==> src/rtl/writeback_regfile_pkg.sv <==
// Shared types and constants for the writeback / architectural-state stage.
package writeback_regfile_pkg;

    typedef enum logic {
        RUN   = 1'b0,
        FLUSH = 1'b1
    } wb_state_t;

    typedef logic [4:0]  reg_idx_t;
    typedef logic [31:0] word_t;

    localparam word_t    PC_STEP  = 32'h4;
    localparam reg_idx_t REG_ZERO = 5'd0;

endpackage

==> src/rtl/writeback_regfile_if.sv <==
// Exec-to-writeback result bus, register read ports and architectural status.
interface writeback_regfile_if;
    import writeback_regfile_pkg::*;

    logic     wb_valid;
    reg_idx_t wb_rd;
    logic     wb_rd_we;
    word_t    wb_rd_value;
    logic     wb_redirect;
    word_t    wb_next_pc;
    logic     stall;
    reg_idx_t rs1_addr;
    reg_idx_t rs2_addr;
    word_t    rs1_data;
    word_t    rs2_data;
    word_t    pc_reg;
    logic     flush;
    logic     misaligned;
    word_t    instret;

    modport master (
        output wb_valid, wb_rd, wb_rd_we, wb_rd_value, wb_redirect, wb_next_pc,
        output stall, rs1_addr, rs2_addr,
        input  rs1_data, rs2_data, pc_reg, flush, misaligned, instret
    );

    modport slave (
        input  wb_valid, wb_rd, wb_rd_we, wb_rd_value, wb_redirect, wb_next_pc,
        input  stall, rs1_addr, rs2_addr,
        output rs1_data, rs2_data, pc_reg, flush, misaligned, instret
    );

endinterface

==> src/rtl/writeback_regfile_regfile_2r1w.sv <==
// 32x32 register file: one write port, two combinational read ports, x0 hardwired.
// Optional write-through bypass when WB_FORWARD_BYPASS_EN is defined.
module regfile_2r1w
    import writeback_regfile_pkg::*;
(
    input  logic     clk,
    input  logic     rst_n,
    input  logic     we,
    input  reg_idx_t waddr,
    input  word_t    wdata,
    input  reg_idx_t raddr1,
    input  reg_idx_t raddr2,
    output word_t    rdata1,
    output word_t    rdata2
);

    word_t mem_reg [32];
    word_t stored1;
    word_t stored2;

    // Every entry needs a reset value, so storage is plain flops rather than RAM.
    generate
        for (genvar gi = 0; gi < 32; gi++) begin : g_reg
            always_ff @(posedge clk or negedge rst_n) begin
                if (!rst_n) begin
                    mem_reg[gi] <= '0;
                end else if (we && (waddr == reg_idx_t'(gi)) && (waddr != REG_ZERO)) begin
                    mem_reg[gi] <= wdata;
                end
            end
        end
    endgenerate

    assign stored1 = (raddr1 == REG_ZERO) ? '0 : mem_reg[raddr1];
    assign stored2 = (raddr2 == REG_ZERO) ? '0 : mem_reg[raddr2];

`ifdef WB_FORWARD_BYPASS_EN
    assign rdata1 = (we && (waddr == raddr1) && (raddr1 != REG_ZERO)) ? wdata : stored1;
    assign rdata2 = (we && (waddr == raddr2) && (raddr2 != REG_ZERO)) ? wdata : stored2;
`else
    assign rdata1 = stored1;
    assign rdata2 = stored2;
`endif

endmodule

==> src/rtl/writeback_regfile.sv <==
// RV32I writeback stage: commits exec results, owns the fetch PC and squashes
// wrong-path instructions after a redirect. Optional bypass: WB_FORWARD_BYPASS_EN.
module writeback_regfile
    import writeback_regfile_pkg::*;
#(
    parameter word_t RESET_PC     = 32'h0000_0000,
    parameter int    FLUSH_CYCLES = 2
) (
    input  logic                 clk,
    input  logic                 rst_n,
    writeback_regfile_if.slave   bus
);

    localparam logic [2:0] FLUSH_INIT = 3'(FLUSH_CYCLES - 1);

    wb_state_t  state_reg;
    wb_state_t  state_next;
    logic [2:0] cnt_reg;
    logic [2:0] cnt_next;
    word_t      pc_value_reg;
    word_t      pc_value_next;
    logic       misaligned_reg;
    word_t      instret_reg;

    logic commit;
    logic take_redirect;
    logic rf_we;
    logic unused_next_pc_lsb;

    assign unused_next_pc_lsb = bus.wb_next_pc[0];

    // State register
    always_ff @(posedge clk or negedge rst_n) begin
        if (!rst_n) begin
            state_reg <= RUN;
            cnt_reg   <= '0;
        end else begin
            state_reg <= state_next;
            cnt_reg   <= cnt_next;
        end
    end

    // Next-state logic; the squash counter only moves on non-stalled cycles.
    always_comb begin
        state_next = state_reg;
        cnt_next   = cnt_reg;
        case (state_reg)
            RUN: begin
                if (take_redirect) begin
                    state_next = FLUSH;
                    cnt_next   = FLUSH_INIT;
                end
            end
            FLUSH: begin
                if (!bus.stall) begin
                    if (cnt_reg == 3'd0) begin
                        state_next = RUN;
                    end else begin
                        cnt_next = cnt_reg - 3'd1;
                    end
                end
            end
            default: begin
                state_next = RUN;
            end
        endcase
    end

    // Output logic
    always_comb begin
        commit        = (state_reg == RUN) && bus.wb_valid;
        take_redirect = commit && bus.wb_redirect;
        rf_we         = commit && bus.wb_rd_we && (bus.wb_rd != REG_ZERO);
        bus.flush     = (state_reg == FLUSH);
    end

    // A redirect overrides stall; otherwise stall only freezes sequential fetch.
    always_comb begin
        pc_value_next = pc_value_reg;
        if (take_redirect) begin
            pc_value_next = {bus.wb_next_pc[31:1], 1'b0};
        end else if (!bus.stall) begin
            pc_value_next = pc_value_reg + PC_STEP;
        end
    end

    always_ff @(posedge clk or negedge rst_n) begin
        if (!rst_n) begin
            pc_value_reg   <= RESET_PC;
            misaligned_reg <= 1'b0;
            instret_reg    <= '0;
        end else begin
            pc_value_reg <= pc_value_next;
            if (take_redirect && bus.wb_next_pc[1]) begin
                misaligned_reg <= 1'b1;
            end
            if (commit) begin
                instret_reg <= instret_reg + 32'd1;
            end
        end
    end

    assign bus.pc_reg     = pc_value_reg;
    assign bus.misaligned = misaligned_reg;
    assign bus.instret    = instret_reg;

    regfile_2r1w u_regfile (
        .clk    (clk),
        .rst_n  (rst_n),
        .we     (rf_we),
        .waddr  (bus.wb_rd),
        .wdata  (bus.wb_rd_value),
        .raddr1 (bus.rs1_addr),
        .raddr2 (bus.rs2_addr),
        .rdata1 (bus.rs1_data),
        .rdata2 (bus.rs2_data)
    );

endmodule

==> src/flat_wrapper.sv <==
// flat-port wrapper written by rule: the top's interface ports become plain ports
module writeback_regfile_flat import writeback_regfile_pkg::*;
#(
    parameter word_t RESET_PC     = 32'h0000_0000,
    parameter int    FLUSH_CYCLES = 2
)
  (clk, rst_n, bus_wb_valid, bus_wb_rd, bus_wb_rd_we, bus_wb_rd_value, bus_wb_redirect, bus_wb_next_pc, bus_stall, bus_rs1_addr, bus_rs2_addr, bus_rs1_data, bus_rs2_data, bus_pc_reg, bus_flush, bus_misaligned, bus_instret);
  writeback_regfile_if bus_i ();
  input  logic clk;
  input  logic rst_n;
  input wire logic [$bits(bus_i.wb_valid)-1:0] bus_wb_valid;
  input wire logic [$bits(bus_i.wb_rd)-1:0] bus_wb_rd;
  input wire logic [$bits(bus_i.wb_rd_we)-1:0] bus_wb_rd_we;
  input wire logic [$bits(bus_i.wb_rd_value)-1:0] bus_wb_rd_value;
  input wire logic [$bits(bus_i.wb_redirect)-1:0] bus_wb_redirect;
  input wire logic [$bits(bus_i.wb_next_pc)-1:0] bus_wb_next_pc;
  input wire logic [$bits(bus_i.stall)-1:0] bus_stall;
  input wire logic [$bits(bus_i.rs1_addr)-1:0] bus_rs1_addr;
  input wire logic [$bits(bus_i.rs2_addr)-1:0] bus_rs2_addr;
  output wire logic [$bits(bus_i.rs1_data)-1:0] bus_rs1_data;
  output wire logic [$bits(bus_i.rs2_data)-1:0] bus_rs2_data;
  output wire logic [$bits(bus_i.pc_reg)-1:0] bus_pc_reg;
  output wire logic [$bits(bus_i.flush)-1:0] bus_flush;
  output wire logic [$bits(bus_i.misaligned)-1:0] bus_misaligned;
  output wire logic [$bits(bus_i.instret)-1:0] bus_instret;
  assign bus_i.wb_valid = bus_wb_valid;
  assign bus_i.wb_rd = bus_wb_rd;
  assign bus_i.wb_rd_we = bus_wb_rd_we;
  assign bus_i.wb_rd_value = bus_wb_rd_value;
  assign bus_i.wb_redirect = bus_wb_redirect;
  assign bus_i.wb_next_pc = bus_wb_next_pc;
  assign bus_i.stall = bus_stall;
  assign bus_i.rs1_addr = bus_rs1_addr;
  assign bus_i.rs2_addr = bus_rs2_addr;
  assign bus_rs1_data = bus_i.rs1_data;
  assign bus_rs2_data = bus_i.rs2_data;
  assign bus_pc_reg = bus_i.pc_reg;
  assign bus_flush = bus_i.flush;
  assign bus_misaligned = bus_i.misaligned;
  assign bus_instret = bus_i.instret;
  writeback_regfile #(.RESET_PC(RESET_PC), .FLUSH_CYCLES(FLUSH_CYCLES)) u_core (.clk(clk), .rst_n(rst_n), .bus(bus_i));
endmodule
==> config.mk <==
export PLATFORM = sky130hd
export DESIGN_NAME = writeback_regfile_flat
export DESIGN_NICKNAME = d
export VERILOG_FILES = /design/src/rtl/writeback_regfile_pkg.sv /design/src/rtl/writeback_regfile_if.sv /design/src/rtl/writeback_regfile_regfile_2r1w.sv /design/src/rtl/writeback_regfile.sv /design/src/flat_wrapper.sv
export SDC_FILE = /design/constraint.sdc
export NUM_CORES = 2
export LEC_CHECK = 0
export ABC_AREA = 0
export BUFFER_PORTS_ARGS = -buffer_cell sky130_fd_sc_hd__buf_2
export CORE_AREA = 2 2 378 380
export CTS_BUF_LIST = sky130_fd_sc_hd__clkbuf_4
export DETAILED_ROUTE_END_ITERATION = 10
export DIE_AREA = 0 0 380 382
export SLEW_MARGIN = 20
export SYNTH_ARGS = -nofsm -noshare
export SYNTH_HDL_FRONTEND = slang
export SYNTH_HIERARCHICAL = 1
export SYNTH_SLANG_ARGS = --single-unit
==> constraint.sdc <==
create_clock -name clk -period 2.5 [get_ports clk]
set_input_delay 0 -clock clk [delete_from_list [all_inputs] [get_ports clk]]
set_output_delay 0 -clock clk [all_outputs]
set_load 0.03 [all_outputs]
==> metrics.yaml <==
run_status:
  status: "finished, violations left"
  violations: "negative setup slack"
synthesis:
  yosysMostFrequentCell: "dfrtp_1"
  seq_area_frac_synth_pct: 47.5
  synth_top_flop_cell: "dfrtp_1"
  synthArstFlopShare_pct: 100
  yosysUniqueCellTypes: 58
  yosys.area.top_type: "dfrtp_1"
  syn_nets: 3976
  synthTopCellsByArea: "dfrtp_1 47%, mux2_2 19%, mux4_2 18%"
  synth_edf_count: 0
  synth_common_cells: "1092 x dfrtp_1, 979 x mux2_2, 469 x mux4_2"
  syn_area_sq_mm: 0.0576
  syn_area_per_cell_sq_um: 14.8
  syn_inst: 3887
  ys_ff_latch: 1092
  yosysWarningCount: 6
  synth_top_area_share_pct: 47.5
floorplanning:
  dieArea_sq_mm: 0.145
  num_rows: 138
  die_w_microns: 380
  start_util_pct: 40.9
  core_sq_mm: 0.141
  io_pins: 215
  die_h_microns: 382
power_and_ir_drop:
  p_sw_w: 0.0149
  finalPower_w: 0.0491
  sequentialPowerShare_pct: 45.1
  netSwitchingFraction_pct: 30.4
  powerDensity_mw_per_mm2: 690
  peakVddDrop_uv: 433
  pwr-share-clk_pct: 32.3
  leakagePower_nw: 32.8
  pwr-share-comb_pct: 22.6
  p_int_w: 0.0342
route:
  drt_first_pass_iters: 7
  drtIter0Drc: 3201
  routed_wirelength_mm: 194
  viasPerCell: 6.05
  vias: 40084
  drc_errors: 0
  postRouteAntennaNets: 0
  detail_route.wl_per_cell_microns: 29.3
setup_path:
  cp-end-kind: "output pin"
  rr_endpoint: "u_core/u_regfile/mem_reg[236]"
  worstRegToRegCells: 8
  critPathArrivalTime_ps: 3140
  cp.required_ps: 2500
  r2r_slack_ps: 30
  crit_top_cell: "mux4_2"
  criticalPathCategory: "reg -> out"
  start_kind: "register"
  path_buf_inv: 1
  crit_family: "multiplexers"
  crit_path_top_delay_cell: "mux4_2"
  cp_num_cells: 5
  path_max_fanout: 3
  rr_startpoint: "u_core/bus.flush"
  path_cells: "mux4_2 -> mux4_2 -> o22ai_4 -> nor3_4 -> buf_6"
  critical-path-max-stage-delay_ps: 560
global_route:
  antenna_found_initial: 8
  grt_pass1_vias: 41800
  grt_pass1_wl_mm: 285
  grt_overflow: 0
  grt_start_max_net_pins: 98
  track_usage_pct: 26.5
clocking:
  htreeDepth: 5
  cts-buffers-inserted: 312
  max-clock-path-buffers: 4
  cts_tree: "done"
  clock_sinks: 1092
  clkTransAtPathRegs_ps: 70
  clk_latency_ps: 1310
  cts_root_buf: "clkbuf_4"
place:
  pre_cts_slack_ps: -27.8
  dp_hpwl_mm: 119
  gp_congestion: 0.811
  portBuffers: 212
hold_path:
  worstHoldPathCells: 4
  hold_path.class: "in -> reg"
  whs_endpoint: "u_core/u_regfile/mem_reg[694]"
  holdCritStartpoint: "bus_wb_rd_value[22]"
timing:
  grt_setup_unrepaired: "true"
  hold_viol_final: 0
  fin_crit_ps: 3140
  skew_ps: 58.6
  setup_ws_ps: -639
  fin_crit_sh_pct: 126
  slew-limit-headroom_pct: 25.6
  worst_pin_slew_ps: 1110
  max_freq_mhz: 319
  maxSlewViolCount: 0
  setup_viol: 64
final_layout:
  nets: 4632
  seqCellArea_sq_mm: 0.0273
  area_growth_pct: 23.6
  nFillCells: 12093
  multi_input_area_sq_mm: 0.0302
  drive_above_1_share_pct: 58.0
  largest_reg_flops: 1024
run:
  maxCapViolations: 0
==> worst register-to-register path, cell delays in order, from the launching register on <==
cell,delay (ps)
dfrtp_1,380
nor2b_2,130
o311a_1,270
buf_6,140
buf_4,120
nand2_1,130
or4_4,590
buf_4,260
mux2_1,340
==> through the flow <==
step / util [%] / setup TNS (ps) / hold slack [ps] / std cells / instance area [sq um]
after global placement: 44.7 / -78.2 / -4.34 / 5842 / 63000
final: 50.5 / -31870 / 31.4 / 6623 / 71200
after CTS: 50.2 / -39990 / 8.41 / 6598 / 70700
after global routing: 50.5 / -40360 / 19.8 / 6623 / 71200
after floorplan: - / 0 / -296 / 3887 / 57600
after detailed placement: 44.7 / -27.8 / 2.02 / 5842 / 63000
==> how the worst max path moves through the flow <==
stage / start / endpoint / slack, ps
final: u_core/u_regfile/mem_reg[146] / bus_rs2_data[18] / -640
after global routing: u_core/u_regfile/mem_reg[178] / bus_rs2_data[18] / -750
after CTS: u_core/u_regfile/mem_reg[114] / bus_rs2_data[18] / -760
after detailed placement: bus_rs1_addr[1] / bus_rs1_data[7] / -30
after global placement: bus_rs1_addr[1] / bus_rs1_data[7] / -80
after floorplan: u_core/bus.flush / u_core/u_regfile/mem_reg[236] / 40
==> area by class of cell <==
class                           count  share of cell area (%)
Clock buffer                      444                    4.68
Clock inverter                     55                   0.343
Antenna cell                        5                  0.0176
Sequential cell                  1092                    38.4
Timing Repair Buffer              784                    10.8
Inverter                           13                  0.0686
Multi-Input combinational cell   2340                    42.4
Tap cell                         1890                    3.32
==> layout by cell type (no fill, tap or decap), types with 12 or more instances in the layout <==
cell type,n
a2111oi_4,27
a211oi_2,35
a21oi_1,23
a22o_1,49
a22oi_1,14
a31oi_1,18
buf_12,112
buf_2,152
buf_4,282
buf_6,58
clkbuf_4,444
clkinv_1,40
dfrtp_1,1092
dlygate4sd3_1,166
inv_1,12
mux2_1,51
mux2_2,962
mux2_4,17
mux2i_1,151
mux4_2,469
nand2_1,30
nand3_1,20
nand4_1,13
nor2_1,42
nor2b_1,16
nor3_2,31
nor3_4,26
o221ai_1,27
o22ai_1,57
o22ai_4,22
xnor2_1,23
xor2_1,19
==> metal layers <==
layer | up-vias | track usage [%] | wire length [microns]
li1 | 16567 | - | -
met1 | 21492 | 36.2 | 82100
met2 | 1658 | 42.0 | 91700
met3 | 361 | 5.72 | 14300
met4 | 6 | 9.13 | 5950
met5 | - | 0 | 41
==> cell families (layout without fill, tap and decap cells) <==
kind of cell	count (synthesis)	in the layout	synth area share (%)
fa+ha+maj	4	4	0.0869
compound gates	324	324	4.12
mux	1652	1652	41.2
simple gates	317	317	3.01
buf+inv	455	1296	3.52
other cells	1	6	0.00651
flops	1092	1092	47.5
xor+xnor	42	42	0.639
==> repair_timing <==
| action | CTS | global route |
|---|---|---|
| pin swaps | 120 | 14 |
| hold buffers | 180 | 1 |
| setup buffers | 89 | 17 |
| cloned | 0 | 4 |
| gates resized for setup | 367 | 63 |
| hold endpoints to repair | 2152 | 9 |
| endpoints found under the setup margin | 68 | 87 |
==> power by group through the flow <==
| stage | clock (W) | sequential, W | combinational [W] |
|---|---|---|---|
| after floorplan | 0 | 0.0224 | 0.00632 |
| after global placement | 0 | 0.0224 | 0.00953 |
| after detailed placement | 0 | 0.0225 | 0.00971 |
| after CTS | 0.0163 | 0.0221 | 0.0110 |
| after global routing | 0.0173 | 0.0225 | 0.0118 |
| final | 0.0158 | 0.0222 | 0.0111 |
Note: power is estimated with default switching activity, not from simulation.
